===== src/rtl/cmd_sequencer.sv =====
// Command sequencer: queues 16-bit command words and plays them one at a time to
// RemoteComm, checking each response byte for a positive ack, with timeout and abort handling.
module cmd_sequencer #(
  parameter int          DEPTH        = 8,
  parameter logic [21:0] TIMEOUT_CLKS = 22'd4000000,
  parameter logic [7:0]  POS_ACK      = 8'hA5
) (
  input  logic                   clk,
  input  logic                   rst,
  input  logic                   push,
  input  logic [15:0]            push_cmd,
  input  logic                   start,
  input  logic                   abort,
  output logic [15:0]            cmd,
  output logic                   snd_cmd,
  input  logic                   cmd_snt,
  input  logic                   resp_rdy,
  input  logic [7:0]             resp,
  output logic                   full,
  output logic                   empty,
  output logic [$clog2(DEPTH):0] count,
  output logic                   busy,
  output logic                   done,
  output logic                   err,
  output logic [1:0]             err_code,
  output logic [7:0]             n_acked
);

  localparam int AW = $clog2(DEPTH);
  localparam int TW = (TIMEOUT_CLKS > 22'd1) ? $clog2(TIMEOUT_CLKS) : 1;
  localparam logic [TW-1:0] TMO_LAST = TW'(TIMEOUT_CLKS - 22'd1);

  localparam logic [1:0] ERR_NONE  = 2'b00;
  localparam logic [1:0] ERR_NACK  = 2'b01;
  localparam logic [1:0] ERR_TMO   = 2'b10;
  localparam logic [1:0] ERR_ABORT = 2'b11;

  typedef enum logic [2:0] {
    IDLE,
    LOAD,
    WAIT_SNT,
    WAIT_RESP,
    CHECK
  } state_t;

  state_t state_reg, state_next;

  // Command queue storage and pointers
  logic [15:0]   mem [DEPTH];
  logic [AW-1:0] wr_ptr_reg;
  logic [AW-1:0] rd_ptr_reg;
  logic [AW:0]   count_reg;
  logic          do_push;
  logic          do_pop;
  logic          flush;

  // Control / status registers
  logic [15:0]   cmd_reg;
  logic          snd_cmd_reg;
  logic          done_reg;
  logic          err_reg;
  logic [1:0]    err_code_reg;
  logic [7:0]    n_acked_reg;
  logic [TW-1:0] tmo_cnt_reg;
  logic [7:0]    resp_reg;
  logic          abort_pend_reg;

  // Next-state decode outputs
  logic          abort_pend_next;
  logic          abort_now;
  logic          err_set;
  logic [1:0]    err_code_set;
  logic          clr_stats;
  logic          ack_inc;
  logic          done_next;
  logic          tmo_clr;
  logic          tmo_inc;
  logic          resp_load;

  assign full    = (count_reg == (AW+1)'(DEPTH));
  assign empty   = (count_reg == '0);
  assign do_pop  = (state_reg == LOAD) && !empty;
  // A push into a full queue only fits if the head leaves in the same cycle
  assign do_push = push && !flush && (!full || do_pop);

  assign cmd      = cmd_reg;
  assign snd_cmd  = snd_cmd_reg;
  assign count    = count_reg;
  assign busy     = (state_reg != IDLE);
  assign done     = done_reg;
  assign err      = err_reg;
  assign err_code = err_code_reg;
  assign n_acked  = n_acked_reg;

  always_ff @(posedge clk) begin
    if (do_push) begin
      mem[wr_ptr_reg] <= push_cmd;
    end
  end

  always_ff @(posedge clk) begin
    if (rst) begin
      wr_ptr_reg <= '0;
      rd_ptr_reg <= '0;
      count_reg  <= '0;
    end else if (flush) begin
      wr_ptr_reg <= '0;
      rd_ptr_reg <= '0;
      count_reg  <= '0;
    end else begin
      if (do_push) begin
        wr_ptr_reg <= wr_ptr_reg + 1'b1;
      end
      if (do_pop) begin
        rd_ptr_reg <= rd_ptr_reg + 1'b1;
      end
      case ({do_push, do_pop})
        2'b10:   count_reg <= count_reg + 1'b1;
        2'b01:   count_reg <= count_reg - 1'b1;
        default: count_reg <= count_reg;
      endcase
    end
  end

  always_comb begin
    state_next      = state_reg;
    flush           = 1'b0;
    err_set         = 1'b0;
    err_code_set    = ERR_NONE;
    clr_stats       = 1'b0;
    ack_inc         = 1'b0;
    done_next       = 1'b0;
    abort_pend_next = abort_pend_reg;
    tmo_clr         = 1'b0;
    tmo_inc         = 1'b0;
    resp_load       = 1'b0;
    abort_now       = abort || abort_pend_reg;

    case (state_reg)
      IDLE: begin
        abort_pend_next = 1'b0;
        if (abort) begin
          flush = 1'b1;
        end else if (start) begin
          clr_stats = 1'b1;
          if (!empty) begin
            state_next = LOAD;
          end else begin
            done_next = 1'b1;
          end
        end
      end

      LOAD: begin
        if (abort) begin
          abort_pend_next = 1'b1;
        end
        state_next = WAIT_SNT;
      end

      WAIT_SNT: begin
        if (abort) begin
          abort_pend_next = 1'b1;
        end
        if (cmd_snt) begin
          tmo_clr = 1'b1;
          if (abort_now) begin
            state_next      = IDLE;
            flush           = 1'b1;
            err_set         = 1'b1;
            err_code_set    = ERR_ABORT;
            abort_pend_next = 1'b0;
          end else begin
            state_next = WAIT_RESP;
          end
        end
      end

      WAIT_RESP: begin
        if (abort) begin
          abort_pend_next = 1'b1;
        end
        tmo_inc = 1'b1;
        // A response on the final count still wins over the timeout
        if (resp_rdy) begin
          resp_load = 1'b1;
          if (abort_now) begin
            ack_inc         = (resp == POS_ACK);
            state_next      = IDLE;
            flush           = 1'b1;
            err_set         = 1'b1;
            err_code_set    = ERR_ABORT;
            abort_pend_next = 1'b0;
          end else begin
            state_next = CHECK;
          end
        end else if (tmo_cnt_reg == TMO_LAST) begin
          state_next = IDLE;
          err_set    = 1'b1;
          if (abort_now) begin
            flush           = 1'b1;
            err_code_set    = ERR_ABORT;
            abort_pend_next = 1'b0;
          end else begin
            err_code_set = ERR_TMO;
          end
        end
      end

      CHECK: begin
        if (abort) begin
          abort_pend_next = 1'b1;
        end
        if (resp_reg == POS_ACK) begin
          ack_inc = 1'b1;
          if (!empty) begin
            state_next = LOAD;
          end else begin
            state_next = IDLE;
            done_next  = 1'b1;
          end
        end else begin
          state_next   = IDLE;
          err_set      = 1'b1;
          err_code_set = ERR_NACK;
        end
      end

      default: state_next = IDLE;
    endcase
  end

  always_ff @(posedge clk) begin
    if (rst) begin
      state_reg      <= IDLE;
      cmd_reg        <= 16'h0000;
      snd_cmd_reg    <= 1'b0;
      done_reg       <= 1'b0;
      err_reg        <= 1'b0;
      err_code_reg   <= ERR_NONE;
      n_acked_reg    <= 8'd0;
      tmo_cnt_reg    <= '0;
      resp_reg       <= 8'd0;
      abort_pend_reg <= 1'b0;
    end else begin
      state_reg      <= state_next;
      snd_cmd_reg    <= (state_next == LOAD);
      done_reg       <= done_next;
      abort_pend_reg <= abort_pend_next;

      // Capture the head on entry so cmd is already valid while snd_cmd is high
      if (state_next == LOAD) begin
        cmd_reg <= mem[rd_ptr_reg];
      end

      if (clr_stats) begin
        err_reg      <= 1'b0;
        err_code_reg <= ERR_NONE;
        n_acked_reg  <= 8'd0;
      end else begin
        if (err_set) begin
          err_reg      <= 1'b1;
          err_code_reg <= err_code_set;
        end
        if (ack_inc && (n_acked_reg != 8'hFF)) begin
          n_acked_reg <= n_acked_reg + 8'd1;
        end
      end

      if (tmo_clr) begin
        tmo_cnt_reg <= '0;
      end else if (tmo_inc && (tmo_cnt_reg != TMO_LAST)) begin
        tmo_cnt_reg <= tmo_cnt_reg + 1'b1;
      end

      if (resp_load) begin
        resp_reg <= resp;
      end
    end
  end

endmodule


===== config.mk =====
export PLATFORM = sky130hd
export DESIGN_NAME = cmd_sequencer
export DESIGN_NICKNAME = d
export VERILOG_FILES = /design/src/rtl/cmd_sequencer.sv
export SDC_FILE = /design/constraint.sdc
export NUM_CORES = 1
export LEC_CHECK = 0
export ABC_AREA = 0
export ABC_CLOCK_PERIOD_IN_PS = 8850
export BUFFER_PORTS_ARGS = -buffer_cell sky130_fd_sc_hd__buf_2
export CORE_ASPECT_RATIO = 1.2
export CORE_UTILIZATION = 35
export DETAILED_ROUTE_END_ITERATION = 10
export GPL_TIMING_DRIVEN = 0
export PLACE_DENSITY_LB_ADDON = 0.2
export SYNTH_ARGS = -nofsm -noshare
export SYNTH_HDL_FRONTEND = slang
export SYNTH_SLANG_ARGS = --single-unit

===== constraint.sdc =====
create_clock -name clk -period 8.85 [get_ports clk]
set_input_delay 1.77 -clock clk [delete_from_list [all_inputs] [get_ports clk]]
set_output_delay 1.77 -clock clk [all_outputs]
set_load 0.01 [all_outputs]

==> results of run 1 <==
[layout make-up]
| cell class | count | area (sq um) |
|---|---|---|
| Clock inverter | 10 | 138 |
| Clock buffer | 32 | 651 |
| Buffer | 29 | 151 |
| Sequential cell | 201 | 5310 |
| Timing Repair Buffer | 79 | 505 |
| Inverter | 14 | 52.6 |
| Tap cell | 315 | 394 |
| Antenna cell | 1 | 2.50 |
| Multi-Input combinational cell | 348 | 2840 |
| Fill cell | 2134 | 13200 |
[worst paths after layout]
path | endpoint | slack, ns | cells past startpoint
worst max-delay path | mem[4][9] | 4.81 | 7
worst min-delay path | resp_reg[1] | 0.45 | 2
worst max register to register | mem[4][9] | 5.88 | 6
worst min register to register | resp_reg[1] | 0.45 | 2
[Yosys cell counts (13+ instances only)]
master	number	area, sq um
inv_1	14	52.6
nor2_1	43	161
dfxtp_1	73	1460
edfxtp_1	128	3840
clkbuf_1	13	48.8
nand2_1	39	146
a211oi_1	20	150
a21oi_1	33	165
mux4_2	32	721
or3_1	13	81.3
nand3_1	14	70.1
mux2i_1	26	260
[cells by family (layout without fill, tap and decap cells)]
kind of cell               Yosys count  after routing  synth area share (%)
buffers and inverters               43            164                  2.45
xor gates and xnor gates            14             14                  1.47
other                                0              1                     0
and+or+nand+nor                    175            175                  11.8
AOI/OAI and AO/OA                   94             94                  7.52
muxes                               58             58                  11.8
adders and majority gates            7              7                  1.14
DFF                                201            201                  63.8
[worst max-delay path: stages]
cell	delay (ns)
buf_2	0.15
nor2_2	0.36
nor3_1	0.27
a2111oi_4	0.50
nand2b_1	0.26
nor3b_2	0.70
buf_6	0.24
[where the power goes]
part	leakage (uW)	total (uW)	internal (uW)	switching, uW
sequential	0.00174	1010	1000	2.88
combinational	0.00122	54.4	19.9	34.5
clock	0.000388	977	604	373
total	0.00336	2040	1630	411
[metrics by stage]
stage                     power (uW)  std cells  worst slack [ns]  instance area (sq um)  hold slack (ns)
final                           2040       1029              4.81                  10000            0.450
after global routing            2100       1028              4.62                  10000            0.463
after CTS                       2060       1028              4.72                  10000            0.451
after detailed placement        1080        986              4.17                   9250            0.444
after global placement          1080        972              2.48                   9030            0.438
after floorplan                 1050        592              4.35                   8320            0.432
[layer usage]
metal / track usage (%) / part of all wire (%) / wire (um) / up-vias
li1: - / - / - / 2506
met1: 19.7 / 42 / 8130 / 2685
met2: 30.1 / 52 / 10200 / 118
met3: 2.66 / 4.5 / 872 / 28
met4: 3.83 / 1.7 / 326 / 2
met5: 0 / 0.056 / 11 / -
==> flow_summary.json, run 1 <==
{
  "outcome": "completed",
  "cts_tree": "built",
  "r2r-start": "abort_pend_reg",
  "netlist-cell-type-count": 62,
  "synthArstFlopShare_pct": 0,
  "nNetsFinal": 734,
  "synthFlopType": "edfxtp_1",
  "htreeDepth": 1,
  "rows": 61,
  "fmax_mhz": 247,
  "maxCapViolations": 0,
  "routed_wl_um": 19500,
  "cts.sinks": 201,
  "drc": 0,
  "path_clk_slew_ns": 0.05,
  "setup_viol_count_final": 0,
  "ys_seq_elements": 201,
  "hp-class": "reg -> reg",
  "postLayoutCoreUtil_pct": 43.1,
  "dpl.hpwl_um": 13700,
  "powerDensity_nw_per_um2": 203,
  "final.setup.tns_ns": 0,
  "worstSetupEndpointType": "flop",
  "ir_drop_uv": 126,
  "grt_overflow": 0,
  "min_from": "resp_reg[1]",
  "critical_path_arrival_ns": 4.26,
  "fp.dieW_um": 143,
  "ant_nets": 0,
  "worst_pin_slew_ns": 1.02,
  "drt-initial-drc-count": 303,
  "syn_area_sq_um": 8320,
  "drt_first_pass_iters": 4,
  "hold_viol": 0,
  "start_kind": "primary input",
  "grt_pass1_vias": 5430,
  "clockRootBuffer": "clkbuf_16",
  "port_buffers": 65,
  "path_max_fanout": 7,
  "yosysWarnings": 0,
  "clockBufferDepth": 3,
  "p_leak_uw": 0.00336,
  "drv_slew": 0,
  "io_pins": 67,
  "grt_pass1_wl_um": 30000,
  "worst_skew_pair.late_latency_ns": 0.51,
  "ys_seq_area_share_pct": 63.8,
  "routed_via_density": 5.19,
  "period_needed_ns": 4.04,
  "cts_hold_buf": 0,
  "syn-num-nets": 630,
  "cts_setup_buffers": 0,
  "drive_above_1_share_pct": 25.0,
  "die_h_um": 171,
  "crit_path_start": "abort",
  "core_area_sq_um": 23300,
  "largest_reg_flops": 128,
  "clock_skew_ns": 0.00967,
  "layout_commonest_cell": "edfxtp_1",
  "rsz0062_at_grt": "false",
  "start_util_pct": 35.7,
  "routedWlPerCell_um": 19.0,
  "crit_required_ns": 9.07,
  "cts_resized": 0,
  "dieArea_sq_um": 24400,
  "synth-edff-count": 128,
  "area_growth_pct": 20.7,
  "cts_buffers": 23,
  "grtUsageTotal_pct": 16.3,
  "place_congestion": 0.771,
  "antenna_found_initial": 2,
  "vias": 5339,
  "slew_headroom_pct": 31.9,
  "final_cell_mix": "edfxtp_1, buf_2, dfxtp_1",
  "criticalPathCategory": "in -> reg",
  "avgSynthCellArea_sq_um": 14.0,
  "syn-instance-count": 592,
  "period_share_pct": 45.7,
  "grt_max_degree": 14
}
Power figures use the tool's default switching activity.
==> inputs of run 2 (changes only) <==
--- a/config.mk
+++ b/config.mk
@@ -5,8 +5,8 @@
 export SDC_FILE = /design/constraint.sdc
 export NUM_CORES = 1
 export LEC_CHECK = 0
-export ABC_AREA = 0
-export ABC_CLOCK_PERIOD_IN_PS = 8850
+export ABC_AREA = 1
+export ABC_CLOCK_PERIOD_IN_PS = 4000
 export BUFFER_PORTS_ARGS = -buffer_cell sky130_fd_sc_hd__buf_2
 export CORE_ASPECT_RATIO = 1.2
 export CORE_UTILIZATION = 35
==> constraint.sdc (replaced) <==
create_clock -name clk -period 4 [get_ports clk]
set_input_delay 0.8 -clock clk [delete_from_list [all_inputs] [get_ports clk]]
set_output_delay 0.8 -clock clk [all_outputs]
set_load 0.01 [all_outputs]
==> run 2 against run 1 <==
Compared with the run above:
- sequential power grew 120%
- worst setup slack lost 3.5 ns
- sequential share of layout area shrank 0.80 points
- area after synthesis grew 2.0%
- hold slack gained 0.0049 ns
- non-clock buffer count shrank 1
- critical endpoint is now mem[4][8]
- largest power group unchanged
- total power grew 120%
- count of clock-buffer cells in the layout is the same
- die area grew 2.0%
- routed wire length grew 14%
- final area grew 1.5%
- via count grew 20%
==> flow_summary.json, run 2 <==
{
  "comb_power_share_pct": 3.0,
  "antenna_found_initial": 0,
  "drv_slew": 0,
  "drc": 0,
  "syn-instance-count": 875,
  "intPower_uw": 3610,
  "multi_input_area_sq_um": 2790,
  "reg2reg_depth": 12,
  "yosysMostFrequentCell": "nand2_1",
  "syn-num-nets": 913,
  "postLayoutCoreUtil_pct": 42.7,
  "start_kind": "flop",
  "synth_commonest_cells": "nand2_1, edfxtp_1, nand3_1",
  "holdPathEnd": "resp_reg[1]",
  "layout.cells.non_filler": 1311,
  "cts_tree": "built",
  "dpl.hpwl_um": 14900,
  "maxCapViolations": 0,
  "cts.sinks": 201,
  "path_clk_slew_ns": 0.06,
  "synth.area.top_cells": "edfxtp_1, dfxtp_1, nand2_1, nand3_1, inv_1",
  "criticalPathCategory": "reg -> reg",
  "routedWlPerCell_um": 16.9,
  "synth-compound-area-share_pct": 6.83,
  "synth_simple_gate_area_share_pct": 23.8,
  "syn_area_sq_um": 8480,
  "grt_pass1_wl_um": 34500,
  "synth_fa_ha_area_share_pct": 1.12,
  "synthArstFlopShare_pct": 0,
  "period_share_pct": 66.8,
  "path_max_fanout": 10,
  "drt_first_pass_iters": 5,
  "port_buffers": 65,
  "ir_drop_uv": 352,
  "whs_path_depth": 2,
  "pwr-share-clk_pct": 48.0,
  "outcome": "completed",
  "cts_resized": 0,
  "critical_path_arrival_ns": 2.90,
  "powerDensity_nw_per_um2": 447,
  "final.setup.tns_ns": 0,
  "htreeDepth": 1,
  "power.switching_uw": 947,
  "layout_commonest_cell": "nand2_1",
  "largest_reg_flops": 128,
  "p_sw_share_pct": 20.8,
  "worstSetupEndpointType": "flop",
  "start_util_pct": 35.5,
  "area_growth_pct": 20.2,
  "yosysWarnings": 0,
  "avgSynthCellArea_sq_um": 9.69,
  "rrSetupSlack_ns": 1.33,
  "slew_headroom_pct": 47.1,
  "die_h_um": 173,
  "cts_hold_buf": 0,
  "hold_viol": 0,
  "rsz0062_at_grt": "false",
  "core_area_sq_um": 23900,
  "fmax_mhz": 374,
  "min_from": "resp_reg[1]",
  "ys_seq_elements": 201,
  "drt-initial-drc-count": 381,
  "io_pins": 67,
  "routed_wl_um": 22200,
  "cts_setup_buffers": 0,
  "nFillCells": 2398,
  "grt_max_degree": 15,
  "fp.dieW_um": 144,
  "worst_skew_pair.late_latency_ns": 0.53,
  "worst_pin_slew_ns": 0.794,
  "ys_seq_area_share_pct": 62.6,
  "crit_path_max_incr_delay_ns": 0.47,
  "vias": 6381,
  "placed_area_sq_um": 9400,
  "cts_buffers": 23,
  "netlist-cell-type-count": 40,
  "clock_skew_ns": 0.0244,
  "routed_via_density": 4.87,
  "synth-xor-area-share_pct": 0.929,
  "yosysTopAreaCell": "edfxtp_1",
  "synthFlopType": "edfxtp_1",
  "clockRootBuffer": "clkbuf_16",
  "synthMuxAreaShare_pct": 0,
  "nNetsFinal": 1011,
  "clockBufferDepth": 3,
  "slowest_stage": "nor2_2",
  "path_cells": "ha_1 -> nand3_1 -> nor2_1 -> nand3_2 -> nand2_1 -> nand2_2 -> nand4_4 -> nor2_4 -> inv_2 -> or2_4 -> nor2_2 -> buf_8",
  "rows": 62,
  "finalInstanceArea_sq_um": 10200,
  "drive_above_1_share_pct": 15.6,
  "hp-class": "reg -> reg",
  "dieArea_sq_um": 24900,
  "synth-edff-count": 128,
  "ant_nets": 0,
  "grt_overflow": 0,
  "crit_required_ns": 4.23,
  "grtUsageTotal_pct": 18.5,
  "setup_viol_count_final": 0,
  "period_needed_ns": 2.67,
  "synth_top_family_by_area": "simple AND/OR/NAND/NOR gates",
  "grt_pass1_vias": 6096,
  "r2r-start": "tmo_cnt_reg[0]",
  "whs_ns": 0.455,
  "regArea_sq_um": 5310,
  "dp_cells": 1268,
  "r2r_end": "mem[4][8]",
  "synth_top_area_share_pct": 45.3,
  "place_congestion": 0.831,
  "p_leak_uw": 0.00380,
  "p_seq_share_pct": 49.0,
  "final_cell_mix": "nand2_1, edfxtp_1, nand3_1"
}
## run 2: per-layer routing
layer | track usage [%] | share of wire [%] | vias to the layer above
li1 | - | - | 3216
met1 | 23.9 | 45 | 2965
met2 | 31.4 | 48 | 165
met3 | 2.70 | 4.8 | 35
met4 | 5.85 | 2.4 | 0
met5 | 0 | 0 | -
## run 2: area by class of cell
type / instances / share of cell area [%]
clock inverters: 10 / 1.40
multi-input cells: 569 / 27.4
flip-flops and latches: 201 / 52.0
clock buffers: 32 / 6.41
repair buffers: 73 / 4.86
diodes: 1 / 0.0245
well taps: 320 / 3.93
inverters: 71 / 2.61
plain buffers: 34 / 1.37
## run 2: power groups by stage
stage	clock network [uW]	logic [uW]	registers (uW)
finish	2190	136	2230
detailed placement	0	138	2280
global route	2310	152	2240
global placement	0	131	2280
CTS	2240	138	2230
floorplan	0	64.0	2280
## run 2: logic make-up after synthesis
group                      after synthesis
buffers and inverters                  105
AOI/OAI and AO/OA                      106
xor gates and xnor gates                 9
DFF                                    201
and+or+nand+nor                        447
adders and majority gates                7
## run 2: worst max path at each step
stage                            to  cells past startpoint           start
after CTS                 mem[4][8]                     12  tmo_cnt_reg[0]
after detailed placement  mem[6][1]                     10           abort
final                     mem[4][8]                     12  tmo_cnt_reg[0]
after floorplan           mem[0][0]                      8           abort
after global routing       count[3]                     18  tmo_cnt_reg[0]
after global placement    mem[6][1]                      9           abort
## run 2: worst max-delay path, delay by kind of cell (launching register included)
family                   cells  cell delay, ns
AND/OR/NAND/NOR              9            1.48
flip-flops                   1            0.35
buffers and inverters        2            0.30
adder cells (fa/ha/maj)      1            0.26
## run 2: through the flow
stage,total power (uW),setup WS (ns)
detailed placement,2420,0.950
CTS,4610,1.29
finish,4560,1.33
global route,4700,1.06
global placement,2410,0.0591
floorplan,2340,1.21
